==> config.mk <==
export PLATFORM = sky130hd
export DESIGN_NAME = mem_stage_lsu
export DESIGN_NICKNAME = d
export VERILOG_FILES = /design/src/rtl/mem_stage_lsu.sv
export SDC_FILE = /design/constraint.sdc
export NUM_CORES = 1
export LEC_CHECK = 0
export BUFFER_PORTS_ARGS = -buffer_cell sky130_fd_sc_hd__buf_2
export CAP_MARGIN = 20
export CORE_MARGIN = 2
export CORE_UTILIZATION = 31
export CTS_CLUSTER_DIAMETER = 150
export DETAILED_ROUTE_END_ITERATION = 8
export GPL_ROUTABILITY_DRIVEN = 0
export GPL_TIMING_DRIVEN = 0
export HOLD_SLACK_MARGIN = 0.08
export SLEW_MARGIN = 10
export SYNTH_ARGS = -nofsm -noshare
export SYNTH_HDL_FRONTEND = slang
export SYNTH_SLANG_ARGS = --single-unit
==> constraint.sdc <==
create_clock -name clk -period 2.9 [get_ports clk]
set_input_delay 0.58 -clock clk [delete_from_list [all_inputs] [get_ports clk]]
set_output_delay 0.58 -clock clk [all_outputs]
set_load 0.005 [all_outputs]
==> src/rtl/mem_stage_lsu.sv <==
// mem_stage_lsu: MEM stage load/store unit for the 5-stage MIPS pipeline.
// Issues one data-memory transfer at a time over a req/ack handshake, stalls
// upstream while it is outstanding, aligns/extends load data and registers
// the writeback bundle for MEM/WB.
// Optional build macro: LSU_TIMEOUT_EN adds an ack timeout (TIMEOUT cycles)
// and the bus_err output.
module mem_stage_lsu #(
    parameter int unsigned TIMEOUT = 16
) (
    input  logic        clk,
    input  logic        rst,
    input  logic        ex_valid,
    input  logic        ex_mem_rd,
    input  logic        ex_mem_wr,
    input  logic [1:0]  ex_size,
    input  logic        ex_unsigned,
    input  logic [31:0] ex_addr,
    input  logic [31:0] ex_wdata,
    input  logic [6:0]  ex_wb,
    output logic        mem_stall,
    output logic        dmem_req,
    output logic        dmem_we,
    output logic [31:0] dmem_addr,
    output logic [3:0]  dmem_be,
    output logic [31:0] dmem_wdata,
    input  logic        dmem_ack,
    input  logic [31:0] dmem_rdata,
    output logic [6:0]  mem_wb,
    output logic [31:0] mem_rdata,
    output logic [31:0] mem_alu,
`ifdef LSU_TIMEOUT_EN
    output logic        misalign_exc,
    output logic        bus_err
`else
    output logic        misalign_exc
`endif
);

    typedef enum logic {
        ST_IDLE,
        ST_BUSY
    } state_t;

    state_t      r_state;
    state_t      w_state_nxt;

    // Copy of the in-flight instruction, used while BUSY and at completion
    logic [6:0]  r_wb;
    logic [31:0] r_addr;
    logic [1:0]  r_size;
    logic        r_uns;
    logic        r_is_load;

    logic        w_is_mem;
    logic        w_misalign;
    logic [3:0]  w_be;
    logic [31:0] w_wdata;
    logic [7:0]  w_byte;
    logic [15:0] w_half;
    logic [31:0] w_load;
    logic        w_capture;

    logic        w_req_nxt;
    logic        w_we_nxt;
    logic [31:0] w_daddr_nxt;
    logic [3:0]  w_be_nxt;
    logic [31:0] w_dwdata_nxt;
    logic [6:0]  w_wb_nxt;
    logic [31:0] w_rdata_nxt;
    logic [31:0] w_alu_nxt;
    logic        w_mis_nxt;

`ifdef LSU_TIMEOUT_EN
    logic [7:0]  r_tmo_cnt;
    logic        w_tmo_hit;
    logic        w_berr_nxt;

    // Terminal count reached with no ack this cycle; an ack wins
    assign w_tmo_hit = (r_state == ST_BUSY) && !dmem_ack
                       && (r_tmo_cnt == 8'(TIMEOUT - 1));

    // Count BUSY cycles without ack; cleared in IDLE and on abort
    always_ff @(posedge clk) begin
        if (!rst) begin
            r_tmo_cnt <= '0;
        end else if (r_state == ST_BUSY && !dmem_ack && !w_tmo_hit) begin
            r_tmo_cnt <= r_tmo_cnt + 8'd1;
        end else begin
            r_tmo_cnt <= '0;
        end
    end
`else
    logic        w_unused_tmo;
    assign w_unused_tmo = (TIMEOUT != 0);
`endif

    // Decode the EX/MEM instruction: alignment, byte enables, store lanes
    always_comb begin
        w_is_mem = ex_valid && (ex_mem_rd || ex_mem_wr);
        case (ex_size)
            2'b00: begin
                w_misalign = 1'b0;
                w_be       = 4'b0001 << ex_addr[1:0];
                w_wdata    = {4{ex_wdata[7:0]}};
            end
            2'b01: begin
                w_misalign = ex_addr[0];
                w_be       = 4'b0011 << ex_addr[1:0];
                w_wdata    = {2{ex_wdata[15:0]}};
            end
            default: begin
                w_misalign = |ex_addr[1:0];
                w_be       = 4'b1111;
                w_wdata    = ex_wdata;
            end
        endcase
    end

    // Little-endian lane select and sign/zero extension of the read word
    always_comb begin
        w_byte = dmem_rdata[{r_addr[1:0], 3'b000} +: 8];
        w_half = dmem_rdata[{r_addr[1], 4'b0000} +: 16];
        case (r_size)
            2'b00:   w_load = r_uns ? {24'd0, w_byte} : {{24{w_byte[7]}}, w_byte};
            2'b01:   w_load = r_uns ? {16'd0, w_half} : {{16{w_half[15]}}, w_half};
            default: w_load = dmem_rdata;
        endcase
    end

    // Next-state, stall and next values for every registered output
    always_comb begin
        w_state_nxt  = r_state;
        mem_stall    = 1'b0;
        w_capture    = 1'b0;
        w_req_nxt    = dmem_req;
        w_we_nxt     = dmem_we;
        w_daddr_nxt  = dmem_addr;
        w_be_nxt     = dmem_be;
        w_dwdata_nxt = dmem_wdata;
        w_wb_nxt     = '0;
        w_rdata_nxt  = '0;
        w_alu_nxt    = mem_alu;
        w_mis_nxt    = 1'b0;
`ifdef LSU_TIMEOUT_EN
        w_berr_nxt   = 1'b0;
`endif
        case (r_state)
            ST_IDLE: begin
                if (w_is_mem && !w_misalign) begin
                    mem_stall    = 1'b1;
                    w_capture    = 1'b1;
                    w_req_nxt    = 1'b1;
                    w_we_nxt     = ex_mem_wr;
                    w_daddr_nxt  = {ex_addr[31:2], 2'b00};
                    w_be_nxt     = w_be;
                    w_dwdata_nxt = w_wdata;
                    w_state_nxt  = ST_BUSY;
                end else if (w_is_mem) begin
                    w_mis_nxt = 1'b1;
                    w_wb_nxt  = {2'b00, ex_wb[4:0]};
                    w_alu_nxt = ex_addr;
                end else begin
                    w_wb_nxt  = ex_valid ? ex_wb : '0;
                    w_alu_nxt = ex_addr;
                end
            end
            ST_BUSY: begin
                if (dmem_ack) begin
                    w_req_nxt   = 1'b0;
                    w_wb_nxt    = r_wb;
                    w_rdata_nxt = r_is_load ? w_load : '0;
                    w_alu_nxt   = r_addr;
                    w_state_nxt = ST_IDLE;
                end
`ifdef LSU_TIMEOUT_EN
                // Stall drops in the abort cycle so the faulting op retires
                // instead of being re-issued from a held EX/MEM register.
                else if (w_tmo_hit) begin
                    w_req_nxt   = 1'b0;
                    w_berr_nxt  = 1'b1;
                    w_wb_nxt    = {2'b00, r_wb[4:0]};
                    w_alu_nxt   = r_addr;
                    w_state_nxt = ST_IDLE;
                end
`endif
                else begin
                    mem_stall = 1'b1;
                end
            end
            default: begin
                w_state_nxt = ST_IDLE;
            end
        endcase
    end

    // FSM state register
    always_ff @(posedge clk) begin
        if (!rst) begin
            r_state <= ST_IDLE;
        end else begin
            r_state <= w_state_nxt;
        end
    end

    // Registered memory request, writeback bundle and held instruction
    always_ff @(posedge clk) begin
        if (!rst) begin
            dmem_req     <= 1'b0;
            dmem_we      <= 1'b0;
            dmem_addr    <= '0;
            dmem_be      <= '0;
            dmem_wdata   <= '0;
            mem_wb       <= '0;
            mem_rdata    <= '0;
            mem_alu      <= '0;
            misalign_exc <= 1'b0;
`ifdef LSU_TIMEOUT_EN
            bus_err      <= 1'b0;
`endif
            r_wb         <= '0;
            r_addr       <= '0;
            r_size       <= '0;
            r_uns        <= 1'b0;
            r_is_load    <= 1'b0;
        end else begin
            dmem_req     <= w_req_nxt;
            dmem_we      <= w_we_nxt;
            dmem_addr    <= w_daddr_nxt;
            dmem_be      <= w_be_nxt;
            dmem_wdata   <= w_dwdata_nxt;
            mem_wb       <= w_wb_nxt;
            mem_rdata    <= w_rdata_nxt;
            mem_alu      <= w_alu_nxt;
            misalign_exc <= w_mis_nxt;
`ifdef LSU_TIMEOUT_EN
            bus_err      <= w_berr_nxt;
`endif
            if (w_capture) begin
                r_wb      <= ex_wb;
                r_addr    <= ex_addr;
                r_size    <= ex_size;
                r_uns     <= ex_unsigned;
                r_is_load <= ex_mem_rd;
            end
        end
    end

endmodule

=== Word level (Yosys, flattened, before mapping) ===
Index checks and enable logic that the tools add are counted.
W data, S select, Z words.

* Equality and inequality tests: 5
* Shift-type cells: 4
* Mux-type cells: 22
* Bitwise operators: 2
* Reductions and logical operators: 12

{| class="wikitable"
|+ Operator list
! kind !! number
|-
| $pmux W32 S2 || 3
|-
| $mux W32 || 4
|-
| $shiftx A32 B6 Y16 || 1
|-
| $shiftx A32 B6 Y8 || 1
|-
| $mux W7 || 4
|-
| $pmux W7 S2 || 1
|-
| $pmux W4 S2 || 1
|-
| $mux W1 || 6
|-
| $ne A2 B2 Y1 const B || 3
|-
| $pmux W1 S2 || 3
|-
| $reduce_and A2 Y1 || 3
|-
| $eq A2 B1 Y1 const B || 2
|-
| $logic_not A2 Y1 || 2
|-
| $reduce_and A4 Y1 || 1
|-
| $shl A1 B2 Y4 const A || 1
|-
| $shl A2 B2 Y4 const A || 1
|-
| $reduce_or A3 Y1 || 1
|-
| $logic_and A1 B1 Y1 || 2
|-
| $not A1 Y1 || 2
|-
| $reduce_or A2 Y1 || 1
|-
| $logic_not A1 Y1 || 1
|-
| $logic_or A1 B1 Y1 || 1
|}

* Flip-flop bits (word level): 184
* Input port bits: 112
* Output and inout port bits: 143
* Word-level logic and storage cells: 60

=== Logic depth before layout (Yosys ltp) ===
* Depth in word-level cells: 6
* Depth in mapped cells: 8
* Mapped depth without buffers: 4

=== Worst setup path after synthesis ===
No wires, ideal clock.

* Kind: input -> output
* Start point: input ex_addr[0]
* End point: output mem_stall
* Arrival: 1.535 ns
* Required time: 2.320 ns
* Setup slack: 0.785 ns
* Cell stages on the path: 5
* Path buffers: 2
* Cell sequence: buf_2 > nand2_1 > a41oi_2 > clkbuf_1 > inv_1

* Word-level cells in the longest chain between the ends: 6

{| class="wikitable"
|+ Ends and longest elaborated chain
! element !! line !! RTL
|-
| start: declaration || 17 || <nowiki>input logic [31:0] ex_addr,</nowiki>
|-
| $reduce_or A2 Y1 || 112 || <nowiki>w_misalign = |ex_addr[1:0];</nowiki>
|-
| $pmux W1 S2 * || 100 || <nowiki>case (ex_size)</nowiki>
|-
| $logic_not A1 Y1 * || 149 || <nowiki>if (w_is_mem && !w_misalign) begin</nowiki>
|-
| $logic_and A1 B1 Y1 * || 149 ||
|-
| $mux W1 * || 149 ||
|-
| $pmux W1 S2 * || 147 || <nowiki>case (r_state)</nowiki>
|-
| end: declaration || 20 || <nowiki>output logic mem_stall,</nowiki>
|}

Every way passes the cells marked *; elsewhere a longest branch is shown, timed or not.

=== Final worst setup path ===
* Start point: register r_state
* End point: output mem_stall

* Word-level cells in the longest chain between the ends: 2

{| class="wikitable"
|+ Ends and longest elaborated chain
! element !! line !! RTL
|-
| start: declaration || 44 || <nowiki>state_t r_state;</nowiki>
|-
| start signal: assignment || 201 || <nowiki>r_state <= w_state_nxt;</nowiki>
|-
| $not A1 Y1 || -- ||
|-
| $pmux W1 S2 * || 147 ||
|}

Marks and branches as above.

==> metrics.txt <==
Netlist cell types=48; postcts setup bufs=0; IO Count=255; Period minus WS final=2.67 ns; critical setup path kind=reg2out; hpwl dp=17.2 mm; Fmax achieved=375 MHz; max_slew headroom=roughly half; Peak VDD IR=0.000368 V; die area=0.0229 mm^2; top_reg_cell synth=dfxtp_1; Clock Skew=0.0204 ns; Seq/Total Area, Yosys=roughly 46%; DRC viols=0; Seq cells post-synth=about 150; Initial Util=between 30% and 40%; Post-synth EDFFs=0; Clock transition at path regs=0.06 ns; Worst Max-Slew Pin Slew=0.737 ns; Sum Neg Setup Slack=0 ns; CTS Root Buffer Type=clkbuf_16; WL per Instance=16.5 um; Yosys warning count=0; HP Class=in2reg; Slowest cell on crit path=dfxtp_1; Final setup viols=0; Synth Area per Inst=7.97 um^2; Hold EP=dmem_wdata[30]; Die Height=151 um; FP Rows=53; largest net degree at the start of global routing=17; critical path arrival=2.09 ns; CP Capture Type=primary output; register-to-register setup slack=0.85 ns; Async SR Flop Fraction=0%; number of max-cap violations=0; count of final hold-check violations=0; Static Leak=4.13 nW; Num CTS Buffers=17; Tcrit/Tclk final=92.1%; GRT Util Overall=between 10% and 20%; clk sinks=about 150; status=finished, final reports clean; Cells after Synth=846; R2R depth=6; share of layout cells above drive strength 1=32.1%; Vias/cell=4.86; clk buf depth=2; gr ovfl total=0; max incr delay on CP=0.33 ns; most common cell after layout, fill and taps aside=buf_2; Post-Layout Cell Count=approximately 1400; first-pass GRT wire length=34.8 mm; CTS tree=done; clock latency on the worst-skew pair=0.44 ns; RSZ-0062 raised after global routing=false; vias in the first global route=between 6000 and 7000; fin. max-slew vios=0; port bufs=250; area delta synth->final=33.1%; initial drt markers=370; Worst R2R Start=r_state; placed insts=1372; Final #Nets=about 1200; Post-Route WL=23.1 mm; CORE AREA=0.0212 mm^2; critical-path cell list=nor2b_1 -> buf_2 -> a41oi_2 -> clkbuf_2 -> inv_1 -> buf_2; CP required=2.32 ns; CP startpoint kind=register; Routed Antenna Nets=0; routed via count=6833; drt pass-1 iters=4; H-tree depth=4; hold depth=2; Worst path most repeated cell=buf_2; Syn Std Cell Area=0.00674 mm^2; Die X=between 150 and 200 um; critical path peak fanout=10; Hold Startpoint=ex_wdata[30]; most frequent cells in the layout=buf_2 (263), nand2_1 (206), dfxtp_1 (154), o21ai_0 (75), a21oi_1 (72); FF-to-FF End=r_addr[4]; Pwr per Cell Area=606 mW/mm^2; initial antenna violation count=2
## sequential cells by signal, summed over array words and instances, names as in the netlist, 2 cells and up
register	count
dmem_wdata	32
mem_alu	32
mem_rdata	32
r_addr	32
mem_wb	7
r_wb	7
dmem_be	4
r_size	2
## synth_stat cells (2+ instances only)
master | n | area (um^2)
o21ai_0 | 75 | 375
nor2_1 | 48 | 180
buf_4 | 33 | 248
nand2_1 | 206 | 773
a31oi_1 | 39 | 244
buf_2 | 13 | 65.1
a311oi_1 | 9 | 78.8
inv_1 | 48 | 180
mux2i_1 | 18 | 180
dfxtp_1 | 154 | 3080
a221o_1 | 7 | 70.1
o22ai_1 | 2 | 12.5
buf_6 | 6 | 67.6
nand3_1 | 2 | 10.0
and2_1 | 2 | 12.5
o221a_2 | 7 | 78.8
a21oi_1 | 72 | 360
a32oi_1 | 7 | 61.3
nand4_1 | 2 | 12.5
a221oi_1 | 7 | 61.3
nor2b_1 | 3 | 18.8
clkbuf_1 | 42 | 158
a32o_1 | 2 | 20.0
clkbuf_2 | 2 | 10.0
mux2_2 | 7 | 78.8
nand2b_1 | 4 | 25.0
a211oi_2 | 8 | 100
## metrics by stage
| stage | hold slack [ns] | utilization [%] | power (mW) | area, um^2 | setup slack (ns) |
|---|---|---|---|---|---|
| after floorplan | 0.436 | - | 2.75 | 6740 | 0.785 |
| after global placement | 0.441 | 39.4 | 3.10 | 8340 | 0.123 |
| after detailed placement | 0.446 | 39.4 | 3.11 | 8340 | 0.133 |
| after CTS | 0.355 | 42.4 | 5.50 | 8960 | 0.0451 |
| after global routing | 0.352 | 42.4 | 5.69 | 8970 | 0.00291 |
| final | 0.366 | 42.4 | 5.44 | 8970 | 0.230 |
## cell type report
| type | count | area, um^2 |
|---|---|---|
| Clock inverter | 9 | 136 |
| Antenna cell | 2 | 5.00 |
| Fill cell | 2152 | 12200 |
| Buffer | 97 | 553 |
| Multi-Input combinational cell | 547 | 2930 |
| Sequential cell | 154 | 3080 |
| Timing Repair Buffer | 250 | 1250 |
| Inverter | 49 | 184 |
| Clock buffer | 23 | 488 |
| Tap cell | 275 | 344 |
## repair_timing
item / in CTS / in global routing
hold buffers: 0 / 0
setup endpoints to repair: 0 / 1
resized for setup: 0 / 2
## worst max-delay path, delay by kind of cell (launching register included)
family                 cells  cell delay, ns
AND/OR/NAND/NOR            1            0.23
flip-flops                 1            0.33
buffers and inverters      4            0.78
AO/OA/AOI/OAI              1            0.32
## layer usage
layer | global-route usage (%) | routed length [um] | part of all wire (%) | up-vias
li1 | - | - | - | 3390
met1 | 25.3 | 9990 | 43 | 3160
met2 | 32.6 | 10900 | 47 | 247
met3 | 5.15 | 1780 | 7.7 | 34
met4 | 7.01 | 420 | 1.8 | 2
met5 | 0 | 13 | 0.056 | -
## kinds of logic (layout without fill, tap and decap cells)
| kind of cell | count (synthesis) | after routing | share of synthesized area (%) |
|---|---|---|---|
| and+or+nand+nor | 273 | 273 | 16.0 |
| AOI/OAI and AO/OA | 246 | 246 | 23.4 |
| xor gates and xnor gates | 1 | 1 | 0.130 |
| muxes | 25 | 25 | 3.84 |
| buffers and inverters | 146 | 428 | 10.9 |
| DFF | 154 | 154 | 45.7 |
| other | 1 | 4 | 0.0556 |
## worst max-delay path by stage
| stage | start | endpoint | slack (ns) | cells after the start |
|---|---|---|---|---|
| 2_1_floorplan | ex_addr[0] | mem_stall | 0.79 | 5 |
| 3_5_place_dp | ex_valid | mem_stall | 0.13 | 7 |
| 5_1_grt | r_state | mem_stall | 0.003 | 6 |
| 6_report | r_state | mem_stall | 0.23 | 6 |
| 3_3_place_gp | ex_valid | mem_stall | 0.12 | 7 |
| 4_1_cts | r_state | mem_stall | 0.05 | 6 |
## power breakdown
| group | leakage [nW] | internal (mW) | switching [mW] |
|---|---|---|---|
| sequential | 1.26 | 2.24 | 0.0649 |
| combinational | 2.57 | 0.315 | 0.443 |
| clock | 0.300 | 1.45 | 0.925 |
| total | 4.13 | 4.01 | 1.43 |
Note: power is estimated with default switching activity, not from simulation.
